File: src/rtl/regbank_demux16.sv
// Eight-entry register bank with a 1:8 byte-masked write demux and a sequential clear sweep.
// Writes land on Q one cycle after acceptance; wr_ready drops for the whole 8-cycle sweep (no queuing).
module regbank_demux16 #(
  parameter int WIDTH   = 16,
  parameter bit ZERO_R0 = 1'b1
) (
  input  logic             clk,
  input  logic             rst,
  input  logic             wr_valid,
  output logic             wr_ready,
  input  logic [2:0]       wr_sel,
  input  logic [WIDTH-1:0] wr_data,
  input  logic [1:0]       wr_be,
  output logic             wr_ack,
  input  logic             clr_req,
  output logic             busy,
  output logic [WIDTH-1:0] Q0,
  output logic [WIDTH-1:0] Q1,
  output logic [WIDTH-1:0] Q2,
  output logic [WIDTH-1:0] Q3,
  output logic [WIDTH-1:0] Q4,
  output logic [WIDTH-1:0] Q5,
  output logic [WIDTH-1:0] Q6,
  output logic [WIDTH-1:0] Q7
);

  localparam int HALF = WIDTH / 2;

  typedef enum logic {IDLE, CLEAR} state_t;

  state_t           state, state_nxt;
  logic [2:0]       cnt, cnt_nxt;
  logic [WIDTH-1:0] regs [8];
  logic             wr_fire;

  assign wr_ready = (state == IDLE);
  assign busy     = (state == CLEAR);
  assign wr_fire  = wr_valid & wr_ready;

  always_comb begin
    state_nxt = state;
    cnt_nxt   = cnt;
    case (state)
      IDLE: begin
        if (clr_req) begin
          state_nxt = CLEAR;
          cnt_nxt   = 3'd0;
        end
      end
      CLEAR: begin
        cnt_nxt = cnt + 3'd1;
        if (cnt == 3'd7) state_nxt = IDLE;
      end
      default: begin
        state_nxt = IDLE;
        cnt_nxt   = 3'd0;
      end
    endcase
  end

  always_ff @(posedge clk) begin
    if (rst) begin
      state  <= IDLE;
      cnt    <= 3'd0;
      wr_ack <= 1'b0;
    end else begin
      state  <= state_nxt;
      cnt    <= cnt_nxt;
      wr_ack <= wr_fire;
    end
  end

  // Writes only happen in IDLE and clears only in CLEAR, so the two never collide on one edge.
  always_ff @(posedge clk) begin
    if (rst) begin
      for (int i = 0; i < 8; i++) regs[i] <= '0;
    end else begin
      for (int i = 0; i < 8; i++) begin
        if (state == CLEAR && cnt == 3'(i)) begin
          regs[i] <= '0;
        end else if (wr_fire && wr_sel == 3'(i) && !(ZERO_R0 && i == 0)) begin
          if (wr_be[1]) regs[i][WIDTH-1:HALF] <= wr_data[WIDTH-1:HALF];
          if (wr_be[0]) regs[i][HALF-1:0]     <= wr_data[HALF-1:0];
        end
      end
    end
  end

  assign Q0 = ZERO_R0 ? '0 : regs[0];
  assign Q1 = regs[1];
  assign Q2 = regs[2];
  assign Q3 = regs[3];
  assign Q4 = regs[4];
  assign Q5 = regs[5];
  assign Q6 = regs[6];
  assign Q7 = regs[7];

endmodule

File: config.mk
export PLATFORM = sky130hd
export DESIGN_NAME = regbank_demux16
export DESIGN_NICKNAME = d
export VERILOG_FILES = /design/src/rtl/regbank_demux16.sv
export SDC_FILE = /design/constraint.sdc
export NUM_CORES = 1
export LEC_CHECK = 0
export ABC_AREA = 1
export CAP_MARGIN = 20
export CORE_ASPECT_RATIO = 2
export CORE_UTILIZATION = 46
export DETAILED_ROUTE_END_ITERATION = 10
export HOLD_SLACK_MARGIN = 0.06
export MAX_ROUTING_LAYER = met4
export PLACE_DENSITY = 0.86
export SYNTH_ARGS = -nofsm -noshare
export SYNTH_HDL_FRONTEND = slang
export SYNTH_SLANG_ARGS = --single-unit
export TNS_END_PERCENT = 50
File: constraint.sdc
create_clock -name clk -period 1.9 [get_ports clk]
set_clock_uncertainty 0.05 [all_clocks]
set_input_delay 0.19 -clock clk [delete_from_list [all_inputs] [get_ports clk]]
set_output_delay 0.19 -clock clk [all_outputs]
set_load 0.005 [all_outputs]
After elaboration in Yosys (flattened, before gate mapping)
Memory sizes are Yosys's and may differ from the RTL's.
Index checks and enable logic that the tools add are counted.
{"block": "word_totals", "ramBits": 128, "out_inout_bits": 131, "mem_count": 1, "in_bits": 25, "register_bits": 5}
{"memory": "regs", "words": 8, "word_bits": 16, "rd": 7, "rd_ports_with_merged_regs": 0, "wr": 8, "line_no": "33", "text": "logic [WIDTH-1:0] regs [8];"}
{"block": "classes", "reduce_logical": 16, "bitwise": 24, "muxes": 111, "addsub": 1, "eq_ne": 15}
{"op": "16-bit 2-to-1 mux", "count": 8}
{"op": "8-bit 2-to-1 mux", "count": 14}
{"op": "1-bit 2-to-1 mux", "count": 86}
{"op": "3-bit == test (second input constant)", "count": 8}
{"op": "1-bit OR", "count": 22}
{"op": "1-bit logical AND", "count": 15}
{"op": "3-bit by 2-bit == test with 1-bit output (second input constant)", "count": 4}
{"op": "3-bit by 1-bit == test with 1-bit output (second input constant)", "count": 2}
{"op": "3-bit one-hot mux with 2 select lines", "count": 1}
{"op": "3-bit by 1-bit adder with 3-bit output (second input constant)", "count": 1}
{"op": "3-bit logical NOT", "count": 1}
{"op": "3-bit 2-to-1 mux", "count": 1}
{"op": "2-bit by 1-bit != test with 1-bit output (second input constant)", "count": 1}
{"op": "1-bit one-hot mux with 2 select lines", "count": 1}
{"op": "1-bit bitwise AND", "count": 1}
{"op": "1-bit inverter", "count": 1}

Longest topological paths before layout
{"block": "logic_depth", "depth_word": 8, "ltp_mapped": 7, "ltp_nobuf": 7}

Least setup slack after synthesis
No wires, ideal clock.
{"block": "synth_timing", "path_type": "register to register", "from": "reg cnt[0]", "to": "mem regs[7][8] (netlist: regs[0][120]) (enable)", "period_less_slack_ps": 1613, "t_arrival_ps": 1234, "setup_ps": 329, "setup_slack_ps": 287, "stages_incl_launch_ff": 8, "required_ps": 1521, "cell_sequence": "dfxtp_1 > ha_1 > ha_1 > nand2_1 > inv_1 > nor2_1 > nand2_2 > nand2_1"}
{"item": "start: declaration", "line_no": "32", "text": "logic [2:0] cnt, cnt_nxt;"}
{"item": "start signal: assignment", "line_no": "68", "text": "cnt <= cnt_nxt;"}
{"item": "end: declaration", "line_no": "33"}

Worst setup path in the final report
{"block": "layout_timing", "from": "reg state (netlist: busy)", "to": "out wr_ready"}
{"block": "layout_between", "elab_chain_cells": 1}
{"item": "start: declaration", "line_no": "31", "text": "state_t state, state_nxt;"}
{"item": "start signal: assignment", "line_no": "67", "text": "state <= state_nxt;"}
{"item": "1-bit inverter", "line_no": "36", "text": "assign wr_ready = (state == IDLE);"}
{"item": "end: declaration", "line_no": "10", "text": "output logic wr_ready,"}
No other way between the ends.

==> flow_metrics.env <==
export IMPL_synth_commonest_cells="120 x nor2_1, 112 x edfxtp_1, 34 x inv_1"
export IMPL_initial_core_util_pct=47.5
export IMPL_grt_total_usage_pct=23.4
export IMPL_whs_ns=0.399
export IMPL_synth_area_leader_cell="edfxtp_1"
export IMPL_worstHoldStart="clr_req"
export IMPL_r2r_start="cnt[0]$_SDFFE_PP0P_"
export IMPL_rsz0062_at_grt="false"
export IMPL_synth_area_leaders="edfxtp_1 72%, nor2_1 9.7%, inv_1 2.8%, nand2_1 2.7%, buf_4 2.6%"
export IMPL_maxCapViolCount=0
export IMPL_antenna_found_initial=0
export IMPL_dp_hpwl_mm=8.52
export IMPL_drt_initial_drc_count=199
export IMPL_cts_tree="built"
export IMPL_die_h_um=144
export IMPL_netlist_instances=365
export IMPL_synth_top_area_share_pct=72.5
export IMPL_r2r_end="regs[0][122]$_SDFFCE_PP0P_"
export IMPL_leakage_nw=2.82
export IMPL_drc=0
export IMPL_postRouteAntennaNets=0
export IMPL_die_w_um=73.0
export IMPL_min_path_cells=3
export IMPL_antennaDiodeCount=0
export IMPL_power_switching_mw=1.39
export IMPL_clkPwrFrac_pct=47.6
export IMPL_wl_mm=11.2
export IMPL_peakVddDrop_v=0.000740
export IMPL_hold_buffers=0
export IMPL_crit_type="reg -> out"
export IMPL_grt_pass1_wl_mm=16.8
export IMPL_post_route_min_period_ns=1.72
export IMPL_dp_cells=649
export IMPL_cts_buffers_inserted=17
export IMPL_io_pins=156
export IMPL_die_area_um2=10500
export IMPL_num_rows=51
export IMPL_grt_pass1_vias=3343
export IMPL_layout_worst_path_cycle_share_pct=90.4
export IMPL_clkLatencyLatePin_ns=0.41
export IMPL_cp_start_kind="register"
export IMPL_dpl_cell_area_um2=6240
export IMPL_drive_above_1_share_pct=13.3
export IMPL_clock_sinks=117
export IMPL_instances_no_fill=681
export IMPL_crit_required_ns=1.66
export IMPL_min_to="busy$_SDFF_PP0_"
export IMPL_port_buffers=139
export IMPL_report_final_slew_viol_count=0
export IMPL_powerDensity_nw_per_um2=969
export IMPL_dr_pass1_iters=5
export IMPL_fmax_mhz=582
export IMPL_synth_most_common_cell="nor2_1"
export IMPL_syn_avg_cell_area_um2=12.7
export IMPL_design_area_um2=6840
export IMPL_num_vias=3254
export IMPL_p_seq_share_pct=45.0
export IMPL_cts_root_buf="clkbuf_16"
export IMPL_hold_viol=0
export IMPL_finalWeightedCongestion=0.823
export IMPL_yosysWarnings=0
export IMPL_combPwrFrac_pct=7.4
export IMPL_synth_edff_count=112
export IMPL_clkSlewWorstSetupHoldPaths_ns=0.05
export IMPL_p_int_mw=5.24
export IMPL_yosysSeqAreaShare_pct=74.6
export IMPL_layout_nets=567
export IMPL_worstPathArrival_ns=1.48
export IMPL_drt_vias_per_instance=4.78
export IMPL_ys_ff_latch=117
export IMPL_hp_class="in -> reg"
export IMPL_synthArstFlopShare_pct=0
export IMPL_synth_cell_types=22
export IMPL_wl_per_cell_um=16.4
export IMPL_status="finished clean"
export IMPL_rrSetupSlack_ns=0.19
export IMPL_synth_ff_type="edfxtp_1"
export IMPL_coreArea_um2=9760
export IMPL_grt_overflow_total=0
export IMPL_setup_violations=0
export IMPL_cp_max_fo=12
export IMPL_grt_start_max_net_pins=17
export IMPL_endpoint_kind="output pin"
export IMPL_cts_setup_buffers=0
export IMPL_ctsHtreeMaxLevel=4
export IMPL_ctsLongestPathBuffers=2
export IMPL_reg2reg_depth=7
export IMPL_sw_frac_of_total_pct=21.0
export IMPL_setup_tns_ns=0
export IMPL_synthesis_area_um2=4640
export IMPL_syn_to_final_growth_pct=47.3
export IMPL_final_util_pct=70.0
-- sequential cells by signal, summed over array words and instances, names as in the netlist --
| register | cells |
|---|---|
| cnt | 3 |
| wr_ack | 1 |
| regs | 112 |
| busy | 1 |
-- cells by family (layout without fill, tap and decap cells) --
| kind of cell | count (synthesis) | after routing | synth area share (%) |
|---|---|---|---|
| flops | 117 | 117 | 74.6 |
| other cells | 1 | 16 | 0.0808 |
| compound gates | 4 | 4 | 0.431 |
| fa+ha+maj | 6 | 6 | 1.62 |
| simple gates | 182 | 182 | 17.3 |
| buf+inv | 55 | 224 | 5.93 |
-- cell usage in the layout (no fill, tap or decap), types with 4 or more instances in the layout --
cell type / synthesis / routed
nand3_1: 5 / 5
nand2_1: 33 / 32
buf_4: 16 / 15
clkdlybuf4s50_1: 0 / 139
edfxtp_1: 112 / 112
inv_1: 34 / 34
nor2_1: 120 / 120
conb_1: 1 / 16
clkinvlp_4: 0 / 4
ha_1: 6 / 6
nand2_2: 8 / 9
clkbuf_16: 0 / 17
nand2_4: 5 / 5
nor2_2: 5 / 5
dfxtp_1: 5 / 4
-- worst max path at each step --
| stage | cells after the start | start | slack, ns | to |
|---|---|---|---|---|
| floorplan | 7 | cnt[0]$_SDFFE_PP0P_ | 0.29 | regs[0][120]$_SDFFCE_PP0P_ |
| global placement | 6 | rst | 0.07 | regs[0][115]$_SDFFCE_PP0P_ |
| detailed placement | 6 | rst | 0.03 | regs[0][112]$_SDFFCE_PP0P_ |
| CTS | 2 | busy$_SDFF_PP0_ | 0.04 | wr_ready |
| global route | 7 | cnt[0]$_SDFFE_PP0P_ | 0.07 | regs[0][108]$_SDFFCE_PP0P_ |
| finish | 2 | busy$_SDFF_PP0_ | 0.18 | wr_ready |
-- what timing repair did --
action                     4_1_cts  5_1_grt
setup endpoints to repair        0        9
gates resized for setup          0        2
hold endpoints to repair         0        0
-- stage by stage --
| stage | total power, mW | setup slack, ns |
|---|---|---|
| 2_1_floorplan | 3.20 | 0.287 |
| 3_3_place_gp | 3.51 | 0.0711 |
| 3_5_place_dp | 3.52 | 0.0318 |
| 4_1_cts | 6.64 | 0.0385 |
| 5_1_grt | 6.82 | 0.0742 |
| 6_report | 6.62 | 0.181 |
-- layer usage --
layer	wire length (um)	share of wire [%]	global-route usage, %	up-vias
li1	-	-	-	1513
met1	3640	32	21.4	1553
met2	6570	59	43.0	178
met3	856	7.6	7.67	10
met4	125	1.1	9.49	0
met5	0	0	-	-
-- area by class of cell --
| class | count | area [um^2] |
|---|---|---|
| clock buffers | 19 | 433 |
| clock inverters | 13 | 159 |
| fillers | 687 | 2930 |
| inverters | 38 | 150 |
| multi-input cells | 208 | 960 |
| flip-flops and latches | 117 | 3460 |
| well taps | 132 | 165 |
| repair buffers | 154 | 1500 |
-- critical path, cell delays in order (launching register included) --
cell,delay [ns]
dfxtp_2,0.38
inv_2,0.14
clkdlybuf4s50_1,0.55
-- power by group through the flow --
stage / Sequential, mW / Clock [mW] / Combinational, mW
3_5_place_dp: 3.03 / 0 / 0.491
2_1_floorplan: 3.03 / 0 / 0.169
4_1_cts: 2.98 / 3.17 / 0.494
6_report: 2.98 / 3.15 / 0.492
3_3_place_gp: 3.03 / 0 / 0.479
5_1_grt: 2.99 / 3.30 / 0.529
No activity file was read; power rests on OpenSTA's default activity.
